File: src/rtl/alu_pkg.sv
// Shared ALU definitions: opcode encodings, datapath width and the multiply
// sequencer state encoding.
package alu_pkg;

   localparam int DATA_W = 16;

   localparam logic [2:0] ALU_AND = 3'b000;
   localparam logic [2:0] ALU_ADD = 3'b001;
   localparam logic [2:0] ALU_SUB = 3'b010;
   localparam logic [2:0] ALU_SLL = 3'b011;
   localparam logic [2:0] ALU_SRL = 3'b100;
   localparam logic [2:0] ALU_FOR = 3'b101;

   typedef enum logic [2:0] {
      ST_IDLE = 3'd0,
      ST_ADD  = 3'd1,
      ST_SHL  = 3'd2,
      ST_SHR  = 3'd3,
      ST_DONE = 3'd4
   } mul_state_t;

endpackage

File: src/rtl/alu_mul_sequencer_if.sv
// Request/response and shared-ALU signals of the multiply sequencer.
// slave = sequencer side, master = pipeline plus ALU side.
interface alu_mul_sequencer_if;
   import alu_pkg::*;

   logic              start;
   logic [DATA_W-1:0] op_a;
   logic [DATA_W-1:0] op_b;
   logic              busy;
   logic              done;
   logic [DATA_W-1:0] result;
   logic [DATA_W-1:0] alu_src1;
   logic [DATA_W-1:0] alu_src2;
   logic [2:0]        alu_op;
   logic [DATA_W-1:0] alu_out;

   modport master (
      output start, op_a, op_b, alu_out,
      input  busy, done, result, alu_src1, alu_src2, alu_op
   );

   modport slave (
      input  start, op_a, op_b, alu_out,
      output busy, done, result, alu_src1, alu_src2, alu_op
   );

endinterface

File: src/rtl/alu_mul_counter.sv
// 5-bit shift-add iteration counter; tc flags that the current increment
// completes the last of ITER iterations.
module alu_mul_counter #(
   parameter int ITER = 16
) (
   input  logic clk,
   input  logic rst_n,
   input  logic clr,
   input  logic inc,
   output logic tc
);

   logic [4:0] cnt_reg;

   always_ff @(posedge clk or negedge rst_n) begin
      if (!rst_n) begin
         cnt_reg <= '0;
      end else if (clr) begin
         cnt_reg <= '0;
      end else if (inc) begin
         cnt_reg <= cnt_reg + 5'd1;
      end
   end

   assign tc = ((cnt_reg + 5'd1) == 5'(ITER));

endmodule

File: src/rtl/alu_mul_sequencer.sv
// 16x16 (low half) multiplier that time-shares the execute-stage ALU via ADD/SLL/SRL.
// Optional macro ALU_MUL_EARLY_EXIT_EN stops once the remaining multiplier is zero.
module alu_mul_sequencer
   import alu_pkg::*;
#(
   parameter int ITER = 16
) (
   input logic                clk,
   input logic                rst_n,
   alu_mul_sequencer_if.slave bus
);

   mul_state_t        state_reg, state_next;
   logic [DATA_W-1:0] acc_reg, acc_next;
   logic [DATA_W-1:0] a_reg, a_next;
   logic [DATA_W-1:0] b_reg, b_next;
   logic [DATA_W-1:0] result_reg, result_next;
   logic              cnt_clr, cnt_inc, cnt_tc, last_iter;
   logic [2:0]        alu_op;
   logic [DATA_W-1:0] alu_src1, alu_src2;

   alu_mul_counter #(.ITER(ITER)) u_counter (
      .clk   (clk),
      .rst_n (rst_n),
      .clr   (cnt_clr),
      .inc   (cnt_inc),
      .tc    (cnt_tc)
   );

`ifdef ALU_MUL_EARLY_EXIT_EN
   // In SHR alu_out is the shifted multiplier: zero means no partial products remain.
   assign last_iter = cnt_tc || (bus.alu_out == '0);
`else
   assign last_iter = cnt_tc;
`endif

   always_ff @(posedge clk or negedge rst_n) begin
      if (!rst_n) begin
         state_reg  <= ST_IDLE;
         acc_reg    <= '0;
         a_reg      <= '0;
         b_reg      <= '0;
         result_reg <= '0;
      end else begin
         state_reg  <= state_next;
         acc_reg    <= acc_next;
         a_reg      <= a_next;
         b_reg      <= b_next;
         result_reg <= result_next;
      end
   end

   always_comb begin
      state_next  = state_reg;
      acc_next    = acc_reg;
      a_next      = a_reg;
      b_next      = b_reg;
      result_next = result_reg;
      cnt_clr     = 1'b0;
      cnt_inc     = 1'b0;
      alu_op      = ALU_AND;
      alu_src1    = '0;
      alu_src2    = '0;

      unique case (state_reg)
         ST_IDLE: begin
            if (bus.start) begin
               a_next     = bus.op_a;
               b_next     = bus.op_b;
               acc_next   = '0;
               cnt_clr    = 1'b1;
               state_next = ST_ADD;
            end
         end
         ST_ADD: begin
            alu_op   = ALU_ADD;
            alu_src1 = acc_reg;
            alu_src2 = a_reg;
            if (b_reg[0]) acc_next = bus.alu_out;
            state_next = ST_SHL;
         end
         ST_SHL: begin
            alu_op     = ALU_SLL;
            alu_src1   = a_reg;
            alu_src2   = DATA_W'(1);
            a_next     = bus.alu_out;
            state_next = ST_SHR;
         end
         ST_SHR: begin
            alu_op   = ALU_SRL;
            alu_src1 = b_reg;
            alu_src2 = DATA_W'(1);
            b_next   = bus.alu_out;
            cnt_inc  = 1'b1;
            if (last_iter) begin
               // acc is final here; capture so result is valid alongside done.
               result_next = acc_reg;
               state_next  = ST_DONE;
            end else begin
               state_next  = ST_ADD;
            end
         end
         ST_DONE: begin
            state_next = ST_IDLE;
         end
         default: begin
            state_next = ST_IDLE;
         end
      endcase
   end

   assign bus.busy     = (state_reg != ST_IDLE);
   assign bus.done     = (state_reg == ST_DONE);
   assign bus.result   = result_reg;
   assign bus.alu_op   = alu_op;
   assign bus.alu_src1 = alu_src1;
   assign bus.alu_src2 = alu_src2;

endmodule

File: src/flat_wrapper.sv
// flat-port wrapper written by rule: the top's interface ports become plain ports
module alu_mul_sequencer_flat import alu_pkg::*;
#(
   parameter int ITER = 16
)
  (clk, rst_n, bus_start, bus_op_a, bus_op_b, bus_alu_out, bus_busy, bus_done, bus_result, bus_alu_src1, bus_alu_src2, bus_alu_op);
  alu_mul_sequencer_if bus_i ();
  input logic clk;
  input logic rst_n;
  input wire logic [$bits(bus_i.start)-1:0] bus_start;
  input wire logic [$bits(bus_i.op_a)-1:0] bus_op_a;
  input wire logic [$bits(bus_i.op_b)-1:0] bus_op_b;
  input wire logic [$bits(bus_i.alu_out)-1:0] bus_alu_out;
  output wire logic [$bits(bus_i.busy)-1:0] bus_busy;
  output wire logic [$bits(bus_i.done)-1:0] bus_done;
  output wire logic [$bits(bus_i.result)-1:0] bus_result;
  output wire logic [$bits(bus_i.alu_src1)-1:0] bus_alu_src1;
  output wire logic [$bits(bus_i.alu_src2)-1:0] bus_alu_src2;
  output wire logic [$bits(bus_i.alu_op)-1:0] bus_alu_op;
  assign bus_i.start = bus_start;
  assign bus_i.op_a = bus_op_a;
  assign bus_i.op_b = bus_op_b;
  assign bus_i.alu_out = bus_alu_out;
  assign bus_busy = bus_i.busy;
  assign bus_done = bus_i.done;
  assign bus_result = bus_i.result;
  assign bus_alu_src1 = bus_i.alu_src1;
  assign bus_alu_src2 = bus_i.alu_src2;
  assign bus_alu_op = bus_i.alu_op;
  alu_mul_sequencer #(.ITER(ITER)) u_core (.clk(clk), .rst_n(rst_n), .bus(bus_i));
endmodule
File: config.mk
export PLATFORM = sky130hd
export DESIGN_NAME = alu_mul_sequencer_flat
export DESIGN_NICKNAME = d
export VERILOG_FILES = /design/src/rtl/alu_pkg.sv /design/src/rtl/alu_mul_sequencer_if.sv /design/src/rtl/alu_mul_counter.sv /design/src/rtl/alu_mul_sequencer.sv /design/src/flat_wrapper.sv
export SDC_FILE = /design/constraint.sdc
export NUM_CORES = 1
export LEC_CHECK = 0
export ABC_CLOCK_PERIOD_IN_PS = 1900
export CORE_MARGIN = 2
export CORE_UTILIZATION = 44
export CTS_CLUSTER_DIAMETER = 30
export CTS_CLUSTER_SIZE = 14
export DETAILED_ROUTE_END_ITERATION = 10
export PLACE_DENSITY = 0.77
export SYNTH_ARGS = -nofsm -noshare
export SYNTH_HDL_FRONTEND = slang
export SYNTH_SLANG_ARGS = --single-unit
File: constraint.sdc
create_clock -name clk -period 1.9 [get_ports clk]
set_clock_uncertainty 0.15 [all_clocks]
set_input_delay 0.38 -clock clk [delete_from_list [all_inputs] [get_ports clk]]
set_output_delay 0.38 -clock clk [all_outputs]
set_load 0.02 [all_outputs]
==> impl_metrics.toml <==
[place]
port_buffers = 103
place_inst = 592
place_congestion = 0.905
dp_hpwl_um = 7880

[flow_run]
max_cap_viol_count = 0

[timing]
fin_ws_ps = -303
rsz0062_at_grt = "yes"
fin_crit_sh_pct = 116
slew_violations = 0
worst_slew_pin_slew_ps = 396
period_needed_ps = 2200
whs_ps = 341
setup_tns_ps = -18430
relSlewSlack_pct = 73.6
setup_violations = 103
hold_viol = 0
fmax_mhz = 454

[route]
vias = 3468
drtPass1Iterations = 5
wl_per_cell_um = 20.0
drc = 0
drtIter0Drc = 212
drtAntennaViolNets = 0
via_per_inst = 5.45
wirelength_um = 12700

[global_route]
grt_antenna_before_repair = 0
grt_pass1_vias = 3427
grt_max_degree = 73
grt_pass1_wl_um = 18800
grtUsageTotal_pct = 28.0
overflow = 0

[final_layout]
area_delta_synth_final_pct = 65.2
nets = 579
seq_area_um2 = 1810
multi_input_area_um2 = 2060
stdcell_count = 636
drive_above_1_share_pct = 40.9
diodes = 0
fillers = 550

[critical_path]
crit_slowest_cell = "dfrtp_2"
cp-start-kind = "register"
end_kind = "primary output"
cp_max_fo = 7
crit_chain = "buf_6, mux2_4, a22oi_2, nor2_2, buf_6"
cpPeakStageDelay_ps = 480
crit_path_frequent_cell = "buf_6"
required_ps = 1370
crit_arrival_ps = 1670
path_class = "reg -> out"

[die]
fp.dieArea_um2 = 9180
fp-row-count = 33
die_w_um = 95.8
core_area_um2 = 8180
io_pins = 104
initial_core_util_pct = 45.4
die_y_um = 95.8

[synthesis]
synthCells = 369
synth_area_leader_cell = "dfrtp_1"
synth_area_per_cell_um2 = 10.1
ys_top_cells_by_area = "dfrtp_1, mux2i_1, o21ai_0, mux2_2, mux2_4"
synth_flop_cell = "dfrtp_1"
synth_seq_cells = 72
synth_top_cell_area_share_pct = 48.6
synth_edf_count = 0
synth_common_cells = "dfrtp_1, nand2_1, o21ai_0, mux2i_1, nor2_1"
syn_nets = 422
ys_seq_area_share_pct = 48.6
yosys.cell_count.top_type = "dfrtp_1"
async_reset_ff_share_pct = 100
yosys_warnings = 0
syn_area_um2 = 3710
ys_types = 35

[min_path]
hp-class = "reg -> reg"

[clock_tree]
clock_tree.root_cell = "clkbuf_8"
clockBufferDepth = 2
clk_latency_ps = 350
cts_tree = "yes"
htreeDepth = 3
clk_pin_slew_worst_paths_ps = 70
cts_buffers = 9
cts_sinks = 72

[outcome]
violations = "setup timing"
status = "complete, but fails checks"

[power]
leakage_nw = 2.81
p_per_area_nw_per_um2 = 1780
ir_drop_uv = 825
worst paths after layout:
path / start / end / slack [ps] / cells past startpoint
hold / removal: u_core.bus.result[15]$_DFFE_PN0P_ / u_core.bus.result[15]$_DFFE_PN0P_ / 340 / 1
hold reg to reg: u_core.bus.result[15]$_DFFE_PN0P_ / u_core.bus.result[15]$_DFFE_PN0P_ / 340 / 1
setup reg to reg: u_core.state_reg[0]$_DFFE_PN0P_ / u_core.a_reg[6]$_DFFE_PN0P_ / -260 / 7
max in group asynchronous: rst_n / u_core.state_reg[0]$_DFFE_PN0P_ / 840 / 3
setup / recovery: u_core.state_reg[0]$_DFFE_PN0P_ / bus_alu_src1[13] / -300 / 5
min in group asynchronous: rst_n / u_core.acc_reg[14]$_DFFE_PN0P_ / 420 / 3
layout by cell type, fill, tap and decap left out, types with 16 or more instances in the layout:
cell	instances
dfrtp_1	67
nand2_1	39
o21ai_1	19
a22oi_2	16
inv_1	17
nand3_1	17
mux2i_1	27
buf_6	41
buf_4	52
mux2_4	24
o21ai_0	31
clkdlybuf4s50_1	59
power breakdown:
group | internal [mW] | total (mW) | switching, mW | leakage (nW)
combinational | 3.48 | 6.63 | 3.15 | 1.77
clock | 0.909 | 1.50 | 0.587 | 0.124
sequential | 2.15 | 2.82 | 0.663 | 0.923
layout make-up:
| type | instances | area share, % |
|---|---|---|
| clock inverters | 5 | 1.69 |
| clock buffers | 11 | 2.31 |
| flip-flops and latches | 72 | 29.5 |
| repair buffers | 174 | 29.7 |
| inverters | 18 | 1.10 |
| multi-input cells | 251 | 33.6 |
| well taps | 105 | 2.14 |
kinds of logic (layout without fill, tap and decap cells):
kind of cell	Yosys count	count (layout)	share of synthesized area [%]
compound gates	75	75	11.7
fa+ha+maj	2	2	0.674
buf+inv	46	208	5.40
xor+xnor	4	4	0.945
mux	62	62	18.8
flops	72	72	48.6
simple gates	108	108	13.9
routing by layer:
metal / vias up / GRT usage [%] / wire length [µm]
met5: - / 0 / 0
met4: 0 / 9.05 / 201
met3: 16 / 4.78 / 943
met2: 166 / 44.1 / 6160
met1: 1703 / 39.5 / 5440
li1: 1583 / - / -
critical path, delay by kind of cell (launching register included):
kind / cells / cell delay [ps]
AOI/OAI and AO/OA: 1 / 180
buffers and inverters: 2 / 280
DFF: 1 / 480
muxes: 1 / 300
and+or+nand+nor: 1 / 80
what timing repair did:
item / CTS / global route
hold endpoints to repair: 72 / 0
setup endpoints to repair: 99 / 112
pin swaps: 13 / 15
hold buffers: 1 / 0
buffers inserted: 9 / 9
gates cloned: 8 / 2
gates resized for setup: 223 / 97
through the flow:
stage | utilization, % | total power, mW | instance area, µm² | worst slack, ps
after global routing | 75.0 | 11.5 | 6130 | -372
final | 75.0 | 10.9 | 6130 | -303
after floorplan | - | 5.36 | 3770 | -15.8
after global placement | 63.5 | 7.61 | 5190 | -390
after detailed placement | 63.5 | 7.72 | 5190 | -431
after CTS | 71.2 | 10.0 | 5820 | -297
(Power assumes the default switching activity.)
